===== config.mk =====
export PLATFORM = sky130hd
export DESIGN_NAME = adc_oflow_detector_flat
export DESIGN_NICKNAME = d
export VERILOG_FILES = /design/src/rtl/adc_oflow_detector_pkg.sv /design/src/rtl/adc_oflow_detector_if.sv /design/src/rtl/adc_oflow_detector_abs.sv /design/src/rtl/adc_oflow_detector.sv /design/src/flat_wrapper.sv
export SDC_FILE = /design/constraint.sdc
export NUM_CORES = 1
export LEC_CHECK = 0
export ABC_AREA = 1
export CAP_MARGIN = 15
export CORE_MARGIN = 2
export CORE_UTILIZATION = 40
export DETAILED_ROUTE_END_ITERATION = 8
export GPL_ROUTABILITY_DRIVEN = 1
export PLACE_DENSITY = 0.79
export SLEW_MARGIN = 20
export SYNTH_ARGS = -nofsm -noshare
export SYNTH_HDL_FRONTEND = slang
export SYNTH_SLANG_ARGS = --single-unit

===== constraint.sdc =====
create_clock -name clk -period 1.7 [get_ports clk]
set_input_delay 0.17 -clock clk [delete_from_list [all_inputs] [get_ports clk]]
set_output_delay 0.17 -clock clk [all_outputs]
set_load 0.01 [all_outputs]

===== src/rtl/adc_oflow_detector_pkg.sv =====
// Shared definitions for the ADC overflow detector: FSM state encoding and event counter sizing.
package font5_oflow_pkg;

    typedef enum logic [1:0] {
        IDLE  = 2'd0,
        ARMED = 2'd1,
        FLAG  = 2'd2
    } oflow_state_e;

    localparam int EVT_W = 8;
    localparam logic [EVT_W-1:0] EVT_MAX = '1;

endpackage


===== src/rtl/adc_oflow_detector_if.sv =====
// Bus bundle between the ADC front end / control registers and the overflow detector.
// Optional peak tracking signals exist only when ADC_OFLOW_PEAK_EN is defined.
interface adc_oflow_detector_if #(
    parameter int DATA_W = 13,
    parameter int CNT_W  = 4
) ();
    import font5_oflow_pkg::*;

    logic              enable;
    logic [DATA_W-1:0] adc_data;
    logic              adc_valid;
    logic [DATA_W-1:0] sat_thresh;
    logic [CNT_W-1:0]  run_len;
    logic [CNT_W-1:0]  hold_len;
    logic              oflow_out;
    logic [EVT_W-1:0]  oflow_events;
`ifdef ADC_OFLOW_PEAK_EN
    logic              peak_clr;
    logic [DATA_W-1:0] peak_mag;

    modport master (
        output enable, adc_data, adc_valid, sat_thresh, run_len, hold_len, peak_clr,
        input  oflow_out, oflow_events, peak_mag
    );

    modport slave (
        input  enable, adc_data, adc_valid, sat_thresh, run_len, hold_len, peak_clr,
        output oflow_out, oflow_events, peak_mag
    );
`else
    modport master (
        output enable, adc_data, adc_valid, sat_thresh, run_len, hold_len,
        input  oflow_out, oflow_events
    );

    modport slave (
        input  enable, adc_data, adc_valid, sat_thresh, run_len, hold_len,
        output oflow_out, oflow_events
    );
`endif

endinterface


===== src/rtl/adc_oflow_detector_abs.sv =====
// Stage 1: sample magnitude and threshold compare, registered.
// With ADC_OFLOW_PEAK_EN defined it also tracks the peak magnitude of valid samples.
module adc_abs_compare #(
    parameter int DATA_W = 13
) (
    input  logic              clk,
    input  logic              rst_n,
    input  logic [DATA_W-1:0] i_data,
    input  logic              i_valid,
    input  logic [DATA_W-1:0] i_thresh,
`ifdef ADC_OFLOW_PEAK_EN
    input  logic              i_peak_clr,
    output logic [DATA_W-1:0] o_peak_mag,
`endif
    output logic              o_sat_q,
    output logic              o_vld_q
);

    logic [DATA_W-1:0] w_mag;

    // Unsigned result, so the most negative code maps to 2^(DATA_W-1) instead of wrapping.
    always_comb begin
        w_mag = i_data[DATA_W-1] ? ((~i_data) + DATA_W'(1)) : i_data;
    end

    always_ff @(posedge clk) begin
        if (!rst_n) begin
            o_sat_q <= 1'b0;
            o_vld_q <= 1'b0;
        end else begin
            o_sat_q <= i_valid && (w_mag >= i_thresh);
            o_vld_q <= i_valid;
        end
    end

`ifdef ADC_OFLOW_PEAK_EN
    logic [DATA_W-1:0] r_peakMag;

    // A clear coinciding with a valid sample restarts tracking from that sample.
    always_ff @(posedge clk) begin
        if (!rst_n) begin
            r_peakMag <= '0;
        end else if (i_peak_clr) begin
            r_peakMag <= i_valid ? w_mag : '0;
        end else if (i_valid && (w_mag > r_peakMag)) begin
            r_peakMag <= w_mag;
        end
    end

    assign o_peak_mag = r_peakMag;
`endif

endmodule


===== src/rtl/adc_oflow_detector.sv =====
// ADC overflow detector: flags runs of saturated samples and stretches the flag by hold_len.
// Define ADC_OFLOW_PEAK_EN to add peak magnitude tracking (peak_clr / peak_mag).
module adc_oflow_detector
    import font5_oflow_pkg::*;
#(
    parameter int DATA_W = 13,
    parameter int CNT_W  = 4
) (
    input  logic                 clk,
    input  logic                 rst_n,
    adc_oflow_detector_if.slave  bus
);

    logic              w_satQ;
    logic              w_vldQ;
    logic [CNT_W-1:0]  w_runTarget;
    logic [CNT_W:0]    w_runNext;
    logic              w_runDone;

    oflow_state_e      r_state;
    logic [CNT_W-1:0]  r_runCnt;
    logic [CNT_W-1:0]  r_holdCnt;
    logic              r_oflow;
    logic [EVT_W-1:0]  r_events;

    adc_abs_compare #(
        .DATA_W (DATA_W)
    ) u_abs (
        .clk        (clk),
        .rst_n      (rst_n),
        .i_data     (bus.adc_data),
        .i_valid    (bus.adc_valid),
        .i_thresh   (bus.sat_thresh),
`ifdef ADC_OFLOW_PEAK_EN
        .i_peak_clr (bus.peak_clr),
        .o_peak_mag (bus.peak_mag),
`endif
        .o_sat_q    (w_satQ),
        .o_vld_q    (w_vldQ)
    );

    // A zero run length behaves as one; >= lets a lowered run_len take effect mid-run.
    always_comb begin
        w_runTarget = (bus.run_len == '0) ? CNT_W'(1) : bus.run_len;
        w_runNext   = {1'b0, r_runCnt} + (CNT_W+1)'(1);
        w_runDone   = (w_runNext >= {1'b0, w_runTarget});
    end

    always_ff @(posedge clk) begin
        if (!rst_n) begin
            r_state   <= IDLE;
            r_runCnt  <= '0;
            r_holdCnt <= '0;
            r_oflow   <= 1'b0;
            r_events  <= '0;
        end else if (!bus.enable) begin
            r_state   <= IDLE;
            r_runCnt  <= '0;
            r_holdCnt <= '0;
            r_oflow   <= 1'b0;
        end else begin
            r_oflow <= (r_state == FLAG);
            case (r_state)
                IDLE: begin
                    if (w_satQ) begin
                        r_runCnt <= CNT_W'(1);
                        if (w_runTarget == CNT_W'(1)) begin
                            r_state   <= FLAG;
                            r_holdCnt <= bus.hold_len;
                            if (r_events != EVT_MAX) r_events <= r_events + EVT_W'(1);
                        end else begin
                            r_state <= ARMED;
                        end
                    end
                end
                ARMED: begin
                    if (w_vldQ && w_satQ) begin
                        r_runCnt <= w_runNext[CNT_W-1:0];
                        if (w_runDone) begin
                            r_state   <= FLAG;
                            r_holdCnt <= bus.hold_len;
                            if (r_events != EVT_MAX) r_events <= r_events + EVT_W'(1);
                        end
                    end else if (w_vldQ) begin
                        r_runCnt <= '0;
                        r_state  <= IDLE;
                    end
                end
                FLAG: begin
                    // Hold counts clocks, not samples, once saturation stops.
                    if (w_satQ) begin
                        r_holdCnt <= bus.hold_len;
                    end else if (r_holdCnt == '0) begin
                        r_state  <= IDLE;
                        r_runCnt <= '0;
                    end else begin
                        r_holdCnt <= r_holdCnt - CNT_W'(1);
                    end
                end
                default: begin
                    r_state   <= IDLE;
                    r_runCnt  <= '0;
                    r_holdCnt <= '0;
                end
            endcase
        end
    end

    assign bus.oflow_out    = r_oflow;
    assign bus.oflow_events = r_events;

endmodule


===== src/flat_wrapper.sv =====
// flat-port wrapper written by rule: the top's interface ports become plain ports
module adc_oflow_detector_flat import font5_oflow_pkg::*;
#(
    parameter int DATA_W = 13,
    parameter int CNT_W  = 4
)
  (clk, rst_n, bus_enable, bus_adc_data, bus_adc_valid, bus_sat_thresh, bus_run_len, bus_hold_len, bus_oflow_out, bus_oflow_events);
  adc_oflow_detector_if #(.DATA_W(DATA_W), .CNT_W(CNT_W)) bus_i ();
  input  logic clk;
  input  logic rst_n;
  input wire logic [$bits(bus_i.enable)-1:0] bus_enable;
  input wire logic [$bits(bus_i.adc_data)-1:0] bus_adc_data;
  input wire logic [$bits(bus_i.adc_valid)-1:0] bus_adc_valid;
  input wire logic [$bits(bus_i.sat_thresh)-1:0] bus_sat_thresh;
  input wire logic [$bits(bus_i.run_len)-1:0] bus_run_len;
  input wire logic [$bits(bus_i.hold_len)-1:0] bus_hold_len;
  output wire logic [$bits(bus_i.oflow_out)-1:0] bus_oflow_out;
  output wire logic [$bits(bus_i.oflow_events)-1:0] bus_oflow_events;
  assign bus_i.enable = bus_enable;
  assign bus_i.adc_data = bus_adc_data;
  assign bus_i.adc_valid = bus_adc_valid;
  assign bus_i.sat_thresh = bus_sat_thresh;
  assign bus_i.run_len = bus_run_len;
  assign bus_i.hold_len = bus_hold_len;
  assign bus_oflow_out = bus_i.oflow_out;
  assign bus_oflow_events = bus_i.oflow_events;
  adc_oflow_detector #(.DATA_W(DATA_W), .CNT_W(CNT_W)) u_core (.clk(clk), .rst_n(rst_n), .bus(bus_i));
endmodule

* Word level (Yosys, flattened, before mapping)
Index checks and enable logic that the tools add are counted.
Word-level totals: word-level logic and storage cells 67, output and inout bits 9, bits of input ports 38, register bits after elaboration 21
Cells by class: add/sub/neg operators 4, $lt $le $gt $ge 2, mux-type cells 29, eq/ne operators 13, bitwise logic cells 1, reductions and logical operators 11
Operator list (count):
- $mux W4 | 12
- $mux W8 | 5
- $pmux W4 S3 | 2
- $pmux W8 S2 | 1
- $mux W2 | 7
- $add A13 B1 Y13 const B | 1
- $ge A13 B13 Y1 | 1
- $mux W13 | 1
- $not A13 Y13 | 1
- $reduce_and A5 Y1 | 2
- $add A8 B1 Y8 const B | 1
- $logic_not A4 Y1 | 2
- $ne A8 B8 Y1 const B | 1
- $ne A2 B1 Y1 const B | 3
- $ne A2 B2 Y1 const B | 3
- $ne A3 B2 Y1 const B | 2
- $pmux W2 S3 | 1
- $reduce_and A6 Y1 | 1
- $add A4 B1 Y5 const B | 1
- $ge A5 B4 Y1 | 1
- $eq A4 B1 Y1 const B | 1
- $reduce_and A4 Y1 | 1
- $sub A4 B1 Y4 const B | 1
- $ne A3 B3 Y1 const B | 1
- 6 further kinds | 7

* Longest topological paths before layout
depth in word-level cells 6, gate-level depth with buffers 16, depth with buffers taken out 16

* Hierarchy
From an unflattened synthesis, not the netlist that was laid out.
Second synthesis, totals: cells, all modules 335, area, all modules 2125.8 um^2
By module, submodules not included:
- adc_oflow_detector | seq. area each 380.4 um^2, cells each 204, instances 1, area each 1363.8 um^2
- adc_abs_compare | seq. area each 40.0 um^2, cells each 131, instances 1, area each 762.0 um^2

* Worst setup path before layout
No wires, ideal clock.
path kind input to register, from input bus_adc_data[0], to register u_core.u_abs.o_sat_q, data required time 1591 ps, arrival 1766 ps, setup time 109 ps, cell stages on the path 16, buffers on the path 0, setup slack -175 ps, path through inv_1 ha_1 nand4_1 nor3_1 nand2_1 nand2_1 xnor2_1 ha_1 nand2_1 inv_1 o21ai_0 nand2_1 a21oi_1 nand3_1 nand2_1 inv_1
On the way: word-level cells in the longest chain between the ends 5
Ends and longest elaborated chain:
- from (decl) | RTL line flat_wrapper.sv:12 | input wire logic [$bits(bus_i.adc_data)-1:0] bus_adc_data;
- $not A13 Y13 | RTL line adc_oflow_detector_abs.sv:23 | w_mag = i_data[DATA_W-1] ? ((~i_data) + DATA_W'(1)) : i_data;
- $add A13 B1 Y13 | RTL line adc_oflow_detector_abs.sv:23
- $mux W13 (*) | RTL line adc_oflow_detector_abs.sv:23
- $ge A13 B13 Y1 (*) | RTL line adc_oflow_detector_abs.sv:31 | o_sat_q <= i_valid && (w_mag >= i_thresh);
- $logic_and A1 B1 Y1 (*) | RTL line adc_oflow_detector_abs.sv:31
- to (signal assigned) | RTL line adc_oflow_detector_abs.sv:31
- to (decl) | RTL line adc_oflow_detector_abs.sv:15 | output logic o_sat_q,
Every way passes the cells marked *; elsewhere a longest branch is shown, timed or not. A chain may end at the register's enable or synchronous reset.

* Final worst setup path
from register u_core.r_runCnt[0], to register u_core.r_holdCnt[2]
On the way: word-level cells in the longest chain between the ends 4
Ends and longest elaborated chain:
- from (decl) | RTL line adc_oflow_detector.sv:21 | logic [CNT_W-1:0] r_runCnt;
- from (signal assigned) | RTL line adc_oflow_detector.sv:78 | r_runCnt <= w_runNext[CNT_W-1:0];
- $add A4 B1 Y5 | RTL line adc_oflow_detector.sv:45 | w_runNext = {1'b0, r_runCnt} + (CNT_W+1)'(1);
- $ge A5 B4 Y1 | RTL line adc_oflow_detector.sv:46 | w_runDone = (w_runNext >= {1'b0, w_runTarget});
- $ne A2 B1 Y1 (no line)
- $reduce_and A5 Y1 (no line)
- to (signal assigned) | RTL line adc_oflow_detector.sv:69 | r_holdCnt <= bus.hold_len;
- to (signal assigned) | RTL line adc_oflow_detector.sv:81 | r_holdCnt <= bus.hold_len;
- to (signal assigned) | RTL line adc_oflow_detector.sv:92 | r_holdCnt <= bus.hold_len;
- to (decl) | RTL line adc_oflow_detector.sv:22 | logic [CNT_W-1:0] r_holdCnt;
Every way passes these cells.

==> impl_metrics.ini <==
[yosys]
yosys-top-cells-area = dfxtp_1, ha_1, nand2_1
ys_seq_elements = 21
synth_top_cell_area_share_pct = 20.7
synth_area_per_cell_sq_um = 6.74
synth_area_leader_cell = dfxtp_1
synth-seq-area-share_pct = 20.7
syn_nets = 362
ys_types = 31
yosysWarnings = 0
synthCells = 302
syn-cell-area_sq_um = 2030

[drt]
dr.pass1.iters = 4
avgRoutedWirePerCell_microns = 12.2
ant_nets = 0
vias_per_cell = 4.99
drt_iter0_drc = 154
dr_total_vias = 2282
wirelength_microns = 5590
drc = 0

[sta]
period_share_pct = 111
post-route-worst-setup-slack_ps = -190
finalWorstPathRequiredPeriod_ps = 1890
relSlewSlack_pct = 76.8
fin_worst_skew_ps = 3.15
worst_slew_pin_slew_ps = 347
fin_setup_tns_ps = -2190
report.final.slew_viol_count = 0
rsz0062_at_grt = true
max_freq_mhz = 529
finalHoldViolCount = 0
setup_viol = 13

[cts]
clock-sinks = 21
cts_tree = done
htree_levels = 1
root_buffer = clkbuf_8
ctsHoldBuffers = 0
cts_buffers = 3
clock_latency_ps = 270
cts.path.max_buffers = 2
cts.reportedPaths.clkPinSlew_ps = 80

[placed_design]
placed_area_sq_um = 2860
dp_hpwl_microns = 3990
dp_worst_setup_slack_ps = -886
buffer_ports.inserted = 46
place_congestion = 0.878
place_inst = 445

[min_path]
min_from = bus_adc_valid
hold_end = u_core.u_abs.o_vld_q$_SDFF_PN0_
hp-class = input pin to flip-flop
whs_path_depth = 3

[die]
rows = 25
ioPinCount = 47
core_sq_um = 4820
dieArea_sq_um = 5670
die_w_microns = 75.3
die_h_microns = 75.3
start_util_pct = 42.2

[global_routing]
antenna_found_initial = 0
grt_pass1_wl_microns = 9400
grt_overflow = 0
first_global_vias = 2250
track_usage_pct = 20.9
grt_max_degree = 12

[cells_and_area]
mostFrequentLayoutCells = nand2_1, buf_4, inv_1, clkdlybuf4s50_1, dfxtp_1
nets = 451
syn2layout_area_growth_pct = 55.0
final_common_cell = nand2_1
final_cell_area_sq_um = 3150
fillers = 409
seq_area_sq_um = 423
antenna_cells = 0
final_layout_size_suffix_gt1_share_pct = 32.8
fin_cells = 457
multi_input_area_sq_um = 1630

[power]
ir_worst_vdd_mv = 0.206
powerDensity_nw_per_um2 = 438
cellLeakagePower_nw = 1.46

[worst_setup_path]
crit_arrival_ps = 2090
reg2reg_to = u_core.r_holdCnt[2]$_SDFFE_PN0P_
r2r_start = u_core.r_runCnt[0]$_SDFFE_PN0P_
crit_path_start_kind = flip-flop
required_ps = 1900
crit_type = flip-flop to flip-flop
r2r_cells = 14
worst-r2r-setup-slack_ps = -190
critical_path.max_fanout = 7
critPathCaptureType = flip-flop

[status]
violations = setup timing
status = finished, violations left

[flow_run]
max_cap_viol_count = 0
==> synthesized netlist by cell type <==
cell      count
inv_1        47
a21o_1        1
inv_2         3
nand4_1      13
nand2_1      71
nand2_2       4
o31ai_1       1
nor4_1        1
ha_1         22
nor2_4        2
nand3b_4      1
buf_6         1
o21ai_1       2
nor3_4        1
nor2_1       20
xnor2_1       7
or2_2         2
nand3b_1      2
xor2_1        9
nand3_2       1
dfxtp_1      21
nor2_2        5
o21ai_0      14
nor2_8        1
a31oi_1       1
nor3_1        5
nand3_1      15
nand3_4       4
inv_4         2
clkbuf_1      1
a21oi_1      22
==> state kept, by name, summed over array words and instances (netlist names) <==
| name | flops |
|---|---|
| u_core.bus.oflow_out | 1 |
| u_core.r_holdCnt | 4 |
| u_core.bus.oflow_events | 8 |
| u_core.u_abs.o_vld_q | 1 |
| u_core.u_abs.o_sat_q | 1 |
| u_core.r_state | 2 |
| u_core.r_runCnt | 4 |
==> per-layer routing <==
metal | part of all wire [%] | vias to the layer above | GRT usage (%)
met4 | 1.8 | 0 | 7.21
met5 | 0 | - | 0
met1 | 42 | 1037 | 25.4
li1 | - | 1160 | -
met2 | 52 | 73 | 37.8
met3 | 4.6 | 12 | 2.51
==> worst max-delay path by stage <==
stage	start	endpoint	cells past startpoint
6_report	u_core.r_runCnt[0]$_SDFFE_PN0P_	u_core.r_holdCnt[2]$_SDFFE_PN0P_	14
5_1_grt	bus_adc_data[2]	u_core.u_abs.o_sat_q$_SDFF_PN0_	17
4_1_cts	u_core.r_runCnt[0]$_SDFFE_PN0P_	u_core.r_holdCnt[2]$_SDFFE_PN0P_	14
3_5_place_dp	bus_adc_data[1]	u_core.u_abs.o_sat_q$_SDFF_PN0_	16
3_3_place_gp	bus_adc_data[1]	u_core.u_abs.o_sat_q$_SDFF_PN0_	16
2_1_floorplan	bus_adc_data[1]	u_core.u_abs.o_sat_q$_SDFF_PN0_	15
==> worst max-delay path, cell delays in order (launching register included) <==
cell and delay (ps):
dfxtp_2 340, ha_4 170, xnor2_2 130, inv_2 70, ha_4 270, nand2_2 50, inv_2 50, nand2_2 40
nand2_2 80, nand2_4 80, nand3_4 170, nand3_4 140, nand2_1 90, nand2_1 40, nor2_1 100
==> kinds of logic (layout without fill, tap and decap cells) <==
logic type	after synthesis	count (layout)	share of synthesized area [%]
xor gates and xnor gates	16	16	6.89
and+or+nand+nor	148	150	37.9
adders and majority gates	22	22	13.5
AOI/OAI and AO/OA	41	41	10.4
buffers and inverters	54	140	10.6
DFF	21	21	20.7
==> metrics by stage <==
step	util, %	hold slack [ps]	power [mW]
2_1_floorplan	-	282	0.781
3_3_place_gp	59.3	485	0.978
5_1_grt	65.5	502	1.46
3_5_place_dp	59.3	505	0.993
6_report	65.5	483	1.38
4_1_cts	63.5	468	1.36
==> area by class of cell <==
cell class | instances | area share (%)
flip-flops and latches | 21 | 13.4
well taps | 67 | 2.66
multi-input cells | 229 | 51.7
clock buffers | 4 | 1.43
repair buffers | 84 | 23.8
inverters | 52 | 6.98
==> repair_timing <==
| item | CTS | global route |
|---|---|---|
| resized for setup | 50 | 31 |
| buffers inserted | 5 | 1 |
| cloned | 2 | 0 |
| pin swaps | 26 | 27 |
| setup endpoints to repair | 15 | 15 |
==> where the power goes <==
| group | internal, mW | switching (mW) | leakage, nW |
|---|---|---|---|
| registers | 0.500 | 0.0125 | 0.171 |
| clock network | 0.168 | 0.170 | 0.0228 |
| logic | 0.258 | 0.272 | 1.27 |
| total | 0.925 | 0.455 | 1.46 |
No activity file was read; power rests on OpenSTA's default activity.
